--- src/rtl/fb_combiner_if.sv ---
// Channel-product bus and feedback DAC outputs of fb_combiner.
// master drives products/controls and observes the DAC word; slave is the combiner.
interface fb_combiner_if #(
  parameter int unsigned N_CH  = 4,
  parameter int unsigned IN_W  = 15,
  parameter int unsigned OUT_W = 13
);
  localparam int unsigned CNT_W = 16;

  logic                   store_strb;
  logic                   out_cond;
  logic [N_CH*IN_W-1:0]   ch_in;
  logic [N_CH-1:0]        ch_oflow;
  logic [N_CH-1:0]        ch_en_mask;
  logic [OUT_W-1:0]       offset;
  logic                   const_dac_en;
  logic [OUT_W-1:0]       const_dac;
  logic                   oflow_clr;
  logic [OUT_W-1:0]       fb_sgnl;
  logic                   fb_valid;
  logic                   oflow;
  logic                   oflow_sticky;
  logic [CNT_W-1:0]       sat_count;

  modport master (
    output store_strb, out_cond, ch_in, ch_oflow, ch_en_mask, offset,
           const_dac_en, const_dac, oflow_clr,
    input  fb_sgnl, fb_valid, oflow, oflow_sticky, sat_count
  );

  modport slave (
    input  store_strb, out_cond, ch_in, ch_oflow, ch_en_mask, offset,
           const_dac_en, const_dac, oflow_clr,
    output fb_sgnl, fb_valid, oflow, oflow_sticky, sat_count
  );
endinterface

--- src/rtl/fb_combiner.sv ---
// Feedback combiner: masked sum of channel products plus offset, saturated to the DAC word.
// Optional slew limiter on computed updates when FB_SLEW_LIMIT_EN is defined.
module fb_combiner #(
  parameter int unsigned N_CH     = 4,
  parameter int unsigned IN_W     = 15,
  parameter int unsigned OUT_W    = 13,
  parameter int unsigned MAX_STEP = 64
) (
  input  logic         clk,
  input  logic         rst,
  fb_combiner_if.slave bus
);

  localparam int unsigned SUM_W  = IN_W + $clog2(N_CH + 1) + 1;
  localparam int unsigned SLOW_W = N_CH + 2 * OUT_W + 1;
  localparam int unsigned CNT_W  = 16;
  localparam logic signed [SUM_W-1:0] SAT_HI = SUM_W'((2 ** (OUT_W - 1)) - 1);
  localparam logic signed [SUM_W-1:0] SAT_LO = SUM_W'(-(2 ** (OUT_W - 1)));

  if (N_CH < 2 || N_CH > 8 || OUT_W > IN_W || MAX_STEP < 1 || MAX_STEP >= 2 ** OUT_W)
  begin : g_param_chk
    $error("fb_combiner: unsupported parameter set");
  end

  // Slow-domain controls: two-flop synchroniser on the packed control word
  logic [SLOW_W-1:0]       slow_c;
  logic [SLOW_W-1:0]       sync_a;
  logic [SLOW_W-1:0]       sync_b;
  logic [N_CH-1:0]         mask_s;
  logic signed [OUT_W-1:0] off_s;
  logic                    cen_s;
  logic signed [OUT_W-1:0] cdac_s;

  assign slow_c = {bus.ch_en_mask, bus.offset, bus.const_dac_en, bus.const_dac};
  assign {mask_s, off_s, cen_s, cdac_s} = sync_b;

  always_ff @(posedge clk) begin
    if (rst) begin
      sync_a <= '0;
      sync_b <= '0;
    end else begin
      sync_a <= slow_c;
      sync_b <= sync_a;
    end
  end

  // Stage 1: masked channel capture; in-flight updates die while the window is closed
  logic signed [IN_W-1:0] s1_ch [N_CH];
  logic signed [IN_W-1:0] s1_off;
  logic                   s1_of;
  logic                   s1_cond;

  always_ff @(posedge clk) begin
    if (rst) begin
      for (int i = 0; i < int'(N_CH); i++) s1_ch[i] <= '0;
      s1_off  <= '0;
      s1_of   <= 1'b0;
      s1_cond <= 1'b0;
    end else begin
      for (int i = 0; i < int'(N_CH); i++)
        s1_ch[i] <= mask_s[i] ? bus.ch_in[i*IN_W +: IN_W] : '0;
      s1_off  <= IN_W'(off_s);
      s1_of   <= |(bus.ch_oflow & mask_s);
      s1_cond <= bus.out_cond & bus.store_strb;
    end
  end

  // Stage 2: full-width sum, wide enough that it never wraps
  logic signed [SUM_W-1:0] sum_c;
  logic signed [SUM_W-1:0] s2_sum;
  logic                    s2_of;
  logic                    s2_cond;

  always_comb begin
    sum_c = SUM_W'(s1_off);
    for (int i = 0; i < int'(N_CH); i++)
      sum_c = sum_c + SUM_W'(s1_ch[i]);
  end

  always_ff @(posedge clk) begin
    if (rst) begin
      s2_sum  <= '0;
      s2_of   <= 1'b0;
      s2_cond <= 1'b0;
    end else begin
      s2_sum  <= sum_c;
      s2_of   <= s1_of;
      s2_cond <= s1_cond & bus.store_strb;
    end
  end

  // Stage 3: clip to the DAC range and flag the clip
  logic                    sat_hi_c;
  logic                    sat_lo_c;
  logic signed [OUT_W-1:0] clip_c;
  logic signed [OUT_W-1:0] s3_val;
  logic                    s3_sat;
  logic                    s3_of;
  logic                    s3_cond;

  always_comb begin
    sat_hi_c = (s2_sum > SAT_HI);
    sat_lo_c = (s2_sum < SAT_LO);
    clip_c   = OUT_W'(s2_sum);
    if (sat_hi_c)
      clip_c = {1'b0, {(OUT_W-1){1'b1}}};
    else if (sat_lo_c)
      clip_c = {1'b1, {(OUT_W-1){1'b0}}};
  end

  always_ff @(posedge clk) begin
    if (rst) begin
      s3_val  <= '0;
      s3_sat  <= 1'b0;
      s3_of   <= 1'b0;
      s3_cond <= 1'b0;
    end else begin
      s3_val  <= clip_c;
      s3_sat  <= sat_hi_c | sat_lo_c;
      s3_of   <= s2_of;
      s3_cond <= s2_cond & bus.store_strb;
    end
  end

  logic signed [OUT_W-1:0] fb_q;
  logic signed [OUT_W-1:0] calc_c;

`ifdef FB_SLEW_LIMIT_EN
  localparam int unsigned DW = OUT_W + 2;
  localparam logic signed [DW-1:0] STEP = DW'(MAX_STEP);
  logic signed [DW-1:0] diff_c;

  // Clamp the computed word to within STEP of the word currently on the DAC
  always_comb begin
    diff_c = DW'(s3_val) - DW'(fb_q);
    calc_c = s3_val;
    if (diff_c > STEP)
      calc_c = OUT_W'(DW'(fb_q) + STEP);
    else if (diff_c < -STEP)
      calc_c = OUT_W'(DW'(fb_q) - STEP);
  end
`else
  assign calc_c = s3_val;
`endif

  // Output stage: gated update, overflow pulse, sticky flag and saturation counter
  logic                    upd_c;
  logic                    hit_c;
  logic                    ofl_c;
  logic signed [OUT_W-1:0] next_c;
  logic                    valid_q;
  logic                    oflow_q;
  logic                    sticky_q;
  logic [CNT_W-1:0]        cnt_q;

  assign upd_c  = bus.store_strb & s3_cond;
  assign hit_c  = upd_c & s3_sat & ~cen_s;
  assign ofl_c  = hit_c | (upd_c & s3_of);
  assign next_c = cen_s ? cdac_s : calc_c;

  always_ff @(posedge clk) begin
    if (rst) begin
      fb_q     <= '0;
      valid_q  <= 1'b0;
      oflow_q  <= 1'b0;
      sticky_q <= 1'b0;
      cnt_q    <= '0;
    end else begin
      valid_q <= upd_c;
      oflow_q <= ofl_c;
      if (!bus.store_strb)
        fb_q <= '0;
      else if (s3_cond)
        fb_q <= next_c;
      if (ofl_c)
        sticky_q <= 1'b1;
      else if (bus.oflow_clr)
        sticky_q <= 1'b0;
      if (bus.oflow_clr)
        cnt_q <= CNT_W'(hit_c);
      else if (hit_c && cnt_q != '1)
        cnt_q <= cnt_q + CNT_W'(1);
    end
  end

  assign bus.fb_sgnl      = fb_q;
  assign bus.fb_valid     = valid_q;
  assign bus.oflow        = oflow_q;
  assign bus.oflow_sticky = sticky_q;
  assign bus.sat_count    = cnt_q;

endmodule

--- src/flat_wrapper.sv ---
// flat-port wrapper written by rule: the top's interface ports become plain ports
module fb_combiner_flat 
#(
  parameter int unsigned N_CH     = 4,
  parameter int unsigned IN_W     = 15,
  parameter int unsigned OUT_W    = 13,
  parameter int unsigned MAX_STEP = 64
)
  (clk, rst, bus_store_strb, bus_out_cond, bus_ch_in, bus_ch_oflow, bus_ch_en_mask, bus_offset, bus_const_dac_en, bus_const_dac, bus_oflow_clr, bus_fb_sgnl, bus_fb_valid, bus_oflow, bus_oflow_sticky, bus_sat_count);
  fb_combiner_if #(.N_CH(N_CH), .IN_W(IN_W), .OUT_W(OUT_W)) bus_i ();
  input  logic clk;
  input  logic rst;
  input wire logic [$bits(bus_i.store_strb)-1:0] bus_store_strb;
  input wire logic [$bits(bus_i.out_cond)-1:0] bus_out_cond;
  input wire logic [$bits(bus_i.ch_in)-1:0] bus_ch_in;
  input wire logic [$bits(bus_i.ch_oflow)-1:0] bus_ch_oflow;
  input wire logic [$bits(bus_i.ch_en_mask)-1:0] bus_ch_en_mask;
  input wire logic [$bits(bus_i.offset)-1:0] bus_offset;
  input wire logic [$bits(bus_i.const_dac_en)-1:0] bus_const_dac_en;
  input wire logic [$bits(bus_i.const_dac)-1:0] bus_const_dac;
  input wire logic [$bits(bus_i.oflow_clr)-1:0] bus_oflow_clr;
  output wire logic [$bits(bus_i.fb_sgnl)-1:0] bus_fb_sgnl;
  output wire logic [$bits(bus_i.fb_valid)-1:0] bus_fb_valid;
  output wire logic [$bits(bus_i.oflow)-1:0] bus_oflow;
  output wire logic [$bits(bus_i.oflow_sticky)-1:0] bus_oflow_sticky;
  output wire logic [$bits(bus_i.sat_count)-1:0] bus_sat_count;
  assign bus_i.store_strb = bus_store_strb;
  assign bus_i.out_cond = bus_out_cond;
  assign bus_i.ch_in = bus_ch_in;
  assign bus_i.ch_oflow = bus_ch_oflow;
  assign bus_i.ch_en_mask = bus_ch_en_mask;
  assign bus_i.offset = bus_offset;
  assign bus_i.const_dac_en = bus_const_dac_en;
  assign bus_i.const_dac = bus_const_dac;
  assign bus_i.oflow_clr = bus_oflow_clr;
  assign bus_fb_sgnl = bus_i.fb_sgnl;
  assign bus_fb_valid = bus_i.fb_valid;
  assign bus_oflow = bus_i.oflow;
  assign bus_oflow_sticky = bus_i.oflow_sticky;
  assign bus_sat_count = bus_i.sat_count;
  fb_combiner #(.N_CH(N_CH), .IN_W(IN_W), .OUT_W(OUT_W), .MAX_STEP(MAX_STEP)) u_core (.clk(clk), .rst(rst), .bus(bus_i));
endmodule
--- config.mk ---
export PLATFORM = sky130hd
export DESIGN_NAME = fb_combiner_flat
export DESIGN_NICKNAME = d
export VERILOG_FILES = /design/src/rtl/fb_combiner_if.sv /design/src/rtl/fb_combiner.sv /design/src/flat_wrapper.sv
export SDC_FILE = /design/constraint.sdc
export NUM_CORES = 1
export LEC_CHECK = 0
export CAP_MARGIN = 20
export CORE_MARGIN = 4
export CORE_UTILIZATION = 35
export CTS_CLUSTER_DIAMETER = 40
export DETAILED_ROUTE_END_ITERATION = 6
export PLACE_DENSITY = 0.53
export SLEW_MARGIN = 0
export SYNTH_ARGS = -nofsm -noshare
export SYNTH_HDL_FRONTEND = slang
export SYNTH_SLANG_ARGS = --single-unit
--- constraint.sdc ---
create_clock -name clk -period 8.5 [get_ports clk]
set_input_delay 0.85 -clock clk [delete_from_list [all_inputs] [get_ports clk]]
set_output_delay 0.85 -clock clk [all_outputs]
set_load 0.02 [all_outputs]
# --- Word-level counts from Yosys, hierarchy flattened ---
# Memories as Yosys holds them, arrays and structs flattened.
# Index checks and enable logic that the tools add are counted.
classes:
  n_addsub: 5
  n_lt_le_gt_ge: 2
  n_eq_ne: 1
  n_mux: 18
  bitwise: 16
  n_reduce_logical: 7
ops:
  columns: ["operator", "n"]
  rows:
  - ["15-bit 2-to-1 mux", 8]
  - ["19-bit by 15-bit adder with 19-bit output", 2]
  - ["13-bit 2-to-1 mux", 2]
  - ["19-bit by 13-bit greater-than comparator with 1-bit output, second input constant", 1]
  - ["19-bit by 13-bit less-than comparator with 1-bit output, second input constant", 1]
  - ["16-bit by 15-bit adder with 17-bit output", 1]
  - ["13-bit by 15-bit adder with 16-bit output", 1]
  - ["16-bit by 1-bit adder with 16-bit output, second input constant", 1]
  - ["16-bit inequality test, second input constant", 1]
  - ["12-bit 2-to-1 mux", 1]
  - ["1-bit bitwise AND", 7]
  - ["1-bit 2-to-1 mux", 7]
  - ["1-bit bitwise OR", 6]
  - ["2-bit OR reduction", 3]
  - ["4-bit bitwise AND", 1]
  - ["2-bit nonzero test", 2]
  - ["4-bit OR reduction", 1]
  - ["1-bit inverter", 2]
  - ["1-bit logical AND", 1]
totals:
  regBits: 146
  ramBits: 60
  in_bits: 100
  output_inout_bits: 32
  elab_cells: 69
  n_memories: 1
memory_table:
  columns: ["memory", "words", "width", "read_ports", "rd_clocked_by_memory_dff", "write_ports", "line_no", "source"]
  rows:
  - ["u_core.s1_ch", 4, 15, 4, 0, 4, "fb_combiner.sv:48", "logic signed [IN_W-1:0] s1_ch [N_CH];"]

# --- Logic depth before layout (Yosys ltp) ---
depth:
  depth_word: 6
  depth_mapped: 20
  mapped_depth_nobuf: 19

# --- Least setup slack after synthesis ---
# OpenSTA, ideal clock, no wires.
synth_timing:
  path_type: "flip-flop to flip-flop"
  from: "register u_core.s1_off[1]"
  to: "register u_core.s2_sum[16]"
  setup_time_ps: 121
  arrival_time_ps: 4371
  t_required_ps: 8379
  slack_ps: 4008
  path_stages_with_launch: 21
  n_path_buf: 1
  period_less_slack_ps: 4492
  cell_sequence: "dfxtp_1 > inv_1 > fa_1 > inv_1 > ha_1 > inv_1 > fa_1 > nor2b_1 > o31a_1 > o31ai_2 > o31ai_1 > xnor2_1 > fa_1 > inv_1 > ha_1 > buf_6 > a211oi_1 > o211ai_1 > and2_0 > a311o_2 > mux2_4"
synth_via:
  elab_chain_len: 4
synth_lines:
  columns: ["item", "line_no", "source"]
  rows:
  - ["from (decl)", "fb_combiner.sv:49", "logic signed [IN_W-1:0] s1_off;"]
  - ["from (signal assigned)", "fb_combiner.sv:62", "s1_off <= IN_W'(off_s);"]
  - ["13-bit by 15-bit adder with 16-bit output", "fb_combiner.sv:77", "sum_c = sum_c + SUM_W'(s1_ch[i]);"]
  - ["16-bit by 15-bit adder with 17-bit output", "fb_combiner.sv:77", null]
  - ["19-bit by 15-bit adder with 19-bit output (2 in series)", "fb_combiner.sv:77", null]
  - ["to (signal assigned)", "fb_combiner.sv:86", "s2_sum <= sum_c;"]
  - ["to (decl)", "fb_combiner.sv:70", "logic signed [SUM_W-1:0] s2_sum;"]
# No other way between the ends.
# A chain may end at the register's enable or synchronous reset.

# --- Worst setup path after layout ---
# Same ends and word-level chain as after synthesis.

==> results.cfg <==
[power_and_ir_drop]
p_total_mw = 2.37
peakVddDrop_v = 0.000144
pwr_density_cell_nw_per_um2 = 212
p_leak_nw = 4.62

[sta]
grt_setup_unrepaired = no
fin_crit_ns = 4.85
max_slew_margin_pct = 35.6
max_freq_mhz = 206
skew_ns = 0.00892
min_period_over_period_pct = 57.0
setup_tns_ns = 0
hold_violations = 0
setup-violations-final = 0
slew_violations = 0
tightest_slew_ns = 0.965
whs_ns = 0.424

[cells_and_area]
num-fill-cells = 2369
nNetsFinal = 1154
fin_area_um2 = 11200
n_antenna_cell = 0
area_growth_pct = 30.2
drive_gt1_share_pct = 7.06

[worst_hold_path]
hold_path_class = reg2reg
min_to = u_core.s2_cond$_SDFF_PP0_
whs_path_depth = 1
hold_start = u_core.s1_cond$_SDFF_PP0_

[yosys]
synth_fp_nets = 1016
synth_flop_cell = dfxtp_1
synth_top_family_by_area = simple AND/OR/NAND/NOR gates
synth_edf_count = 0
ys_ff_latch = 206
muxShareOfSynthArea_pct = 2.46
syn_avg_cell_area_um2 = 10.1
syn_area_um2 = 8610
synth_compound_area_share_pct = 10.5
synthAdderAreaFrac_pct = 12.7
ys_seq_area_share_pct = 47.9
synthXorXnorAreaFrac_pct = 2.54
synthDistinctLibCells = 63
async_flop_share_pct = 0
synth-simple-area-share_pct = 19.1
synthCells = 849
ys.warnings.count = 0

[worst_setup_path]
crit_type = reg2reg
path_max_fanout = 8
critical_path_arrival_ns = 5.25
crit_path_end_kind = register
reg2reg_depth = 19
r2r_slack_ns = 3.65
r2r-end = u_core.s2_sum[16]$_SDFF_PP0_
startpoint_type = register
required_ns = 8.91
r2r-start = u_core.s1_off[1]$_SDFF_PP0_

[routing]
viasPerCell = 4.44
drc = 0
via_count = 5902
dr.pass1.iters = 6
routed_wirelength_um = 17200
drtIter0Drc = 208
final_antenna_net_count = 0
wire_per_inst_um = 12.9

[floorplanning]
dieArea_um2 = 27200
rows = 57
core_area_um2 = 24200
io_pins = 132
start_util_pct = 35.5
fp.dieH_um = 165
die_w_um = 165

[grt]
grt_pass1_vias = 5908
grt_max_degree = 63
grt_use_total_pct = 12.6
antenna_found_initial = 0
grt_pass1_wl_um = 28100
grt.overflow.total = 0

[placement]
place.gp.congestion = 0.838
port_buffers = 131
hpwl_um = 13000
placed_area_um2 = 10200

[clock_network]
cts_hold_buffers = 0
clk_pin_slew_worst_paths_ns = 0.06
htree_num_levels = 1
cts.sinks = 206
post_cts_buffers = 0
cts-resized-gates = 0
worstSkewPairLatency_ns = 0.52
tritoncts = yes
cts-buffers-inserted = 28
ctsRootBufferMaster = clkbuf_16
clock_path_buffers = 3

[status]
outcome = finished, final reports clean

[job]
cap_viol_max_count = 0
-- kinds of logic (layout without fill, tap and decap cells) --
kind of cell | after synthesis | after routing
AO/OA/AOI/OAI | 127 | 127
multiplexers | 20 | 20
XOR/XNOR | 25 | 25
flip-flops | 206 | 206
adder cells (fa/ha/maj) | 67 | 67
buffers and inverters | 106 | 263
AND/OR/NAND/NOR | 298 | 298
-- how the worst max path moves through the flow --
stage                           startpoint                            to  depth (start not counted)
2_1_floorplan  u_core.s1_off[1]$_SDFF_PP0_  u_core.s2_sum[16]$_SDFF_PP0_                         20
3_3_place_gp   u_core.s1_off[1]$_SDFF_PP0_  u_core.s2_sum[16]$_SDFF_PP0_                         19
3_5_place_dp   u_core.s1_off[1]$_SDFF_PP0_  u_core.s2_sum[16]$_SDFF_PP0_                         19
4_1_cts        u_core.s1_off[1]$_SDFF_PP0_  u_core.s2_sum[16]$_SDFF_PP0_                         19
5_1_grt        u_core.s1_off[1]$_SDFF_PP0_  u_core.s2_sum[17]$_SDFF_PP0_                         18
6_report       u_core.s1_off[1]$_SDFF_PP0_  u_core.s2_sum[16]$_SDFF_PP0_                         19
-- placed cells by master (no fill, tap or decap), types with 4 or more instances in the layout --
master           netlist  routed
inv_1                 80      80
dfxtp_1              206     206
and2_1                67      67
xor2_1                15      15
ha_1                  33      33
and4_1                 4       4
clkbuf_16              0      28
bufinv_16              0       4
xnor2_1               10      10
nor2b_1               94      94
o211ai_1               5       5
a211oi_1              20      20
clkdlybuf4s50_1        0     130
nand3_1               11      11
mux2_2                 5       5
clkinv_4               0       4
mux2i_1               14      14
o31ai_1                5       5
a21o_1                11      11
nor3_1                 7       7
fa_1                  34      34
nand4_1                7       7
o21a_1                 6       6
and3_1                 4       4
nand2_1               17      17
o21ai_0               19      19
buf_4                  0       4
nor2_1                73      73
a21oi_1               26      26
-- through the flow --
stage	setup slack (ns)	instances	util, %
global route	3.35	1330	46.2
floorplan	4.01	849	-
global placement	3.73	1279	42.1
detailed placement	3.63	1279	42.1
CTS	3.63	1328	46.2
finish	3.65	1330	46.2
-- sequential cells by signal, summed over array words and instances (netlist names) --
name                     count
u_core.s3_cond               1
u_core.bus.oflow_sticky      1
u_core.calc_c               13
u_core.s1_ch                60
u_core.bus.oflow             1
u_core.bus.sat_count        16
u_core.s1_of                 1
u_core.s3_of                 1
u_core.bus.fb_valid          1
u_core.s2_of                 1
u_core.s2_cond               1
u_core.bus.fb_sgnl          13
u_core.s3_sat                1
u_core.s2_sum               19
u_core.sync_b               31
u_core.s1_off               13
u_core.sync_a               31
u_core.s1_cond               1
-- layer usage --
metal | track usage, % | up-vias | wire length, µm
li1 | - | 3071 | -
met1 | 15.5 | 2682 | 7630
met2 | 22.3 | 123 | 8220
met3 | 2.87 | 26 | 937
met4 | 3.59 | 0 | 396
met5 | 0 | - | 0
-- cell type report --
cell class                 instances  area (µm²)  area share [%]
clock buffer                      34         753            6.72
clock inverter                    15         228            2.03
inverter                          80         300            2.68
multi-input combinational        537        4070            36.3
sequential                       206        4120            36.8
tap                              324         405            3.62
timing repair buffer             134        1330            11.9
-- report_power, final --
group / switching [mW] / internal (mW) / leakage (nW) / total, mW
clock network: 0.432 / 0.761 / 0.476 / 1.19
registers: 0.0132 / 1.00 / 1.68 / 1.02
logic: 0.0762 / 0.0890 / 2.47 / 0.165
total: 0.522 / 1.85 / 4.62 / 2.37
-- Yosys cell counts, drive strengths merged (14+ instances only) --
cell type  instances  area, µm²
nor2b             94        588
nand2             17       63.8
a21oi             26        130
clkbuf            20       75.1
o21ai             21        109
and2              68        425
a211oi            21        163
dfxtp            206       4120
nor2              73        274
inv               80        300
mux2i             14        140
xor2              15        131
ha                33        413
fa                34        681
-- worst max-delay path, cell delays in order, from the launching register on --
cell      delay, ns
dfxtp_1        0.30
inv_1          0.05
fa_1           0.53
inv_1          0.04
ha_1           0.22
inv_1          0.07
fa_1           0.20
nor2b_1        0.07
o31a_1         0.28
o31ai_2        0.45
o31ai_1        0.17
xnor2_1        0.16
fa_1           0.48
inv_1          0.04
ha_1           0.38
a211oi_1       0.31
o211ai_1       0.13
and2_0         0.15
a311o_2        0.38
mux2_4         0.30
(Power assumes the default switching activity.)
==> variant 1, RTL diff (config.mk and constraints unchanged) <==
`s2_sum` no longer has a reset.
--- a/src/rtl/fb_combiner.sv
+++ b/src/rtl/fb_combiner.sv
@@ -81,3 +81,2 @@
     if (rst) begin
-      s2_sum  <= '0;
       s2_of   <= 1'b0;
@@ -85,3 +84,2 @@
     end else begin
-      s2_sum  <= sum_c;
       s2_of   <= s1_of;
@@ -89,2 +87,6 @@
     end
+  end
+
+  always_ff @(posedge clk) begin
+    s2_sum <= sum_c;
   end
Formal check against the unedited RTL: same outputs for any inputs over 4 cycles, from zero or initial values and one cycle with rst high; that may be too few to reach the edited logic, so the function may still have changed.
==> variant 1 against the original RTL <==
Highest routed layer unchanged. Clock skew increased by 0.0072 ns. Routed wire length increased by 1.2%. Final area about the same. Worst setup slack improved by 0.25 ns. Final cell count decreased by 0.45%. Maximum frequency increased by 5.4%. Area after synthesis decreased by 2.0%. Non-clock buffer count decreased by 2. Sequential cell count unchanged. Synthesized cell count decreased by 1.2%. Sequential share of layout area about the same. Critical path type unchanged. Power increased by 8.3%.
==> variant 1: results (changes against the original RTL) <==
share of cells above drive strength 1=6.567% (-0.49 points); most frequent cells after synthesis=dfxtp_1 (206), nor2b_1 (88), inv_1 (80), nor2_1 (67), and2_1 (65); switch share=21.74% (-0.23 points); flop2flop setup slack=3.90 ns (+0.25 ns); placed cells=1262 (-1.3%); hold-critical path endpoint=u_core.s3_cond; Final GP Congestion=0.8110 (-3.2%); Slew @ Worst Pin=0.9359 ns (-0.02931 ns); synth top area cells=dfxtp_1 (49%), fa_1 (8.1%), nor2b_1 (6.5%); Layout fillers=2200 (-7.1%); worst clock skew=0.01613 ns (+0.007216 ns); Leak=0.004689 uW (+1.4%); final setup vio count=0 (unchanged); Tightest Hold Check Type=flip-flop to flip-flop; power per cell area=229.1 mW/mm^2 (+8.2%); 1st-pass router iterations=4 (-2); Post-Syn Area per Cell=10.06 um^2 (-0.84%); TritonCTS buffer count=34 (+21%); syn_nets=1006 (-0.98%); Iter 0 DRT Violations=292 (+40%); final WL=17.38 mm (+1.2%); worst hold slack=0.4247 ns (+0.0003740 ns); vias in the first global route=5892 (-0.27%); status=finished clean; gr usage total=13.08% (+0.44 points); maximum number of pins on one net before global-route repair=54 (-14%); Final #Nets=1146 (-0.69%); clock latency at the later pin of the worst-skew pair=0.49 ns (-0.03 ns); fin cells=1324 (-0.45%); htree depth=2 (+1); post-synthesis sequential area ratio=48.88% (+0.98 points); vias=5728 (-2.9%); Yosys cell types=50 (-21%); area grow syn2layout=33.00%; worst-case vdd ir drop=0.1394 mV (-3.4%); cell depth of the worst flop-to-flop path=20 (+1); Max FO, Critical Path=6 (-2); reg2reg end=u_core.s2_sum[16]; critical path data arrival time=4.96 ns (-0.29 ns); hold path start=u_core.s2_cond; first-pass GRT wire length=28.41 mm (+1.0%); dpl hpwl=13.04 mm (+0.37%)
==> variant 1: cell count changes after synthesis, sizes merged, moves of 6 or more <==
cell	before	now
xnor2	10	23
nor2	73	67
nor2b	94	88
a21oi	26	32
mux2	6	0
nand2	17	26
==> variant 1: final cells by class <==
class	count	share of cell area, %
clock buffers	44	8.753
clock inverters	18	1.862
multi-input cells	525	34.69
well taps	319	3.557
flip-flops and latches	206	36.75
repair buffers	132	11.71
inverters	80	2.676
==> variant 1: cell families (layout without fill, tap and decap cells) <==
| logic type | after synthesis | in the layout | synth area share (%) |
|---|---|---|---|
| AO/OA/AOI/OAI | 118 | 118 | 9.017 |
| XOR/XNOR | 35 | 35 | 3.633 |
| adder cells (fa/ha/maj) | 67 | 67 | 12.96 |
| buffers and inverters | 108 | 274 | 4.983 |
| flip-flops | 206 | 206 | 48.88 |
| multiplexers | 14 | 14 | 1.661 |
| AND/OR/NAND/NOR | 291 | 291 | 18.86 |
==> variant 1: power by group through the flow <==
| stage | logic [uW] | clock network (uW) | registers [uW] |
|---|---|---|---|
| floorplan | 91.1 | 0 | 1040 |
| global placement | 159 | 0 | 1040 |
| detailed placement | 158 | 0 | 1040 |
| CTS | 160 | 1420 | 1020 |
| global route | 178 | 1470 | 1030 |
| finish | 156 | 1390 | 1020 |
==> variant 1: per-stage QoR <==
step	util, %	cell area (um^2)
global placement	42.48	10030
floorplan	-	8437
global route	47.52	11220
CTS	47.52	11220
detailed placement	42.48	10030
finish	47.52	11220
==> variant 1: how the worst max path moves through the flow <==
stage	from	endpoint	slack, ns	depth (start not counted)
finish	u_core.s1_off[1]	u_core.s2_sum[16]	3.90	20
global route	u_core.s1_off[1]	u_core.s2_sum[16]	3.40	20
CTS	u_core.s1_off[1]	u_core.s2_sum[16]	3.90	20
detailed placement	u_core.s1_off[1]	u_core.s2_sum[17]	3.93	21
global placement	u_core.s1_off[1]	u_core.s2_sum[16]	3.95	20
floorplan	u_core.s1_off[1]	u_core.s2_sum[16]	4.28	21
==> variant 1: critical path, stage by stage, from the launching register on <==
cell and delay (ns):
dfxtp_1 0.30, inv_1 0.05, fa_1 0.46, inv_1 0.06, ha_1 0.18, inv_1 0.06, fa_1 0.39, nand2b_1 0.20
a211oi_1 0.32, o21a_1 0.15, nor2_1 0.05, a21oi_1 0.25, o32ai_1 0.17, fa_1 0.49, inv_1 0.04, ha_1 0.38
nand2_1 0.12, nor3_1 0.31, a41oi_1 0.19, a21boi_0 0.17, xnor2_1 0.14
==> variant 1: per-layer routing <==
layer	vias to the layer above	share of wire, %	GRT usage, %
li1	3007	-	-
met5	-	0	0
met3	33	5.8	3.861
met2	135	45	20.91
met4	0	1.9	4.308
met1	2553	47	17.05
==> variant 2, RTL diff (same settings) <==
Made on the original files. Add a define of `FB_SLEW_LIMIT_EN`.
--- a/src/rtl/fb_combiner.sv
+++ b/src/rtl/fb_combiner.sv
@@ -2,2 +2,4 @@
 // Optional slew limiter on computed updates when FB_SLEW_LIMIT_EN is defined.
+`define FB_SLEW_LIMIT_EN
+
 module fb_combiner #(
Formal check against the unedited RTL: not equivalent (Yosys sat finds a counterexample within 10 cycles, from zero or initial values and one cycle with rst high).
==> variant 2 against the original RTL <==
Routed wire length increased by 22%. Core utilization is 0.33 points higher. Area after synthesis up 9.5%. Via count increased by 17%. Sequential cell count did not move. Final area rose by 9.2%. Worst setup slack got worse by 0.39 ns. Largest cell class is now multi-input gates.
Power is not compared: it rests on default switching activity, and its combinational part moved more than twofold at a synthesized area within 25%.
==> variant 2: results (changes against the original RTL) <==
Tcrit/Tclk final=61.59% (+4.6 points); flop2flop setup slack=3.26 ns (-0.39 ns); worst clock skew=0.01382 ns (+0.004903 ns); most frequent cells after synthesis=dfxtp_1 (206), nor2b_1 (97), inv_1 (89), nor2_1 (80), and2_1 (68); top cell family by delay on the critical path=compound AO/OA/AOI/OAI gates; adder-cell share of the synthesized area=13.80% (+1.1 points); Leak=0.005120 uW; Area after DPL=0.01106 mm^2 (+8.3%); clock latency at the later pin of the worst-skew pair=0.50 ns (-0.02 ns); CP startpoint kind=flip-flop; post-synthesis xor/xnor area fraction=4.086% (+1.5 points); Iter 0 DRT Violations=280 (+35%); hold path start=u_core.s2_cond; Routed WL per cell=14.13 um (+9.4%); status=finished clean; Yosys cell types=68 (+7.9%); Max FO, Critical Path=4 (-4); vias=6891 (+17%); syn_nets=1165 (+15%); first-pass GRT wire length=34.75 mm (+24%); Max stage delay cell, worst path=a2111oi_0; gr usage total=14.42% (+1.8 points); post-synthesis sequential area ratio=43.73% (-4.2 points); Compound-Gate Fraction of Synth Area=11.22% (+0.72 points); largest incremental delay on the critical path=0.77 ns (+0.24 ns); Final GP Congestion=0.8376 (about the same); placed cells=1422 (+11%); post-synthesis mux area share=0.7164% (-1.7 points); Final #Nets=1307 (+13%); worst hold slack=0.4240 ns (-0.0003910 ns); worst r2r src=u_core.s1_ch[1][2]; maximum number of pins on one net before global-route repair=73 (+16%); hold-critical path endpoint=u_core.s3_cond; Post-Syn Area per Cell=9.604 um^2 (-5.3%); CTS tree=built; share of cells above drive strength 1=6.353% (-0.70 points); Antenna Cells=0 (unchanged); post-route cell area=0.01224 mm^2 (+9.2%); Largest regs=u_core.s1_ch: 60 flops, u_core.sync_a: 31 flops, u_core.sync_b: 31 flops; critical path data arrival time=5.59 ns (+0.34 ns); htree depth=2 (+1); Tightest Hold Check Type=flip-flop to flip-flop; Hold Path Stages=1 (unchanged); synth top area cells=dfxtp_1 (44%), fa_1 (7.4%), nor2b_1 (6.4%); pre-CTS setup slack=3.230 ns (-0.4029 ns); Slew @ Worst Pin=1.042 ns (+0.07632 ns); Reg clk slew, reported paths=0.05 ns; Layout fillers=2602 (+9.8%); fin cells=1484 (+12%); vias in the first global route=6981 (+18%); dpl hpwl=15.68 mm (+21%); Psw=688.6 uW; TritonCTS buffer count=35 (+25%); 1st-pass router iterations=5 (-1); reg2reg end=u_core.s2_sum[17]
variant 2: cell count changes in the layout (fill, tap and decap cells not counted), sizes merged, moves of 8 or more:
cell    unedited run  this run
a211oi            21         5
a21oi             26        34
a221oi             0         9
clkbuf            34        42
ha                33        48
inv               85        96
mux2i             14         3
nand2             17        28
nand2b             3        17
nand3             12        20
nor3               7        18
xor2              15        27
variant 2: layer usage:
metal	up-vias	global-route usage, %	part of all wire, %
met5	-	0	0
met4	0	4.819	2.4
met3	38	3.498	5.9
met2	158	22.77	45
met1	3128	19.46	47
li1	3567	-	-
variant 2: area by class of cell:
cell class / count / area share, %
clock buffer: 42 / 7.534
tap: 335 / 3.425
multi-input combinational: 658 / 39.68
clock inverter: 20 / 2.065
inverter: 89 / 2.730
sequential: 206 / 33.69
timing repair buffer: 134 / 10.88
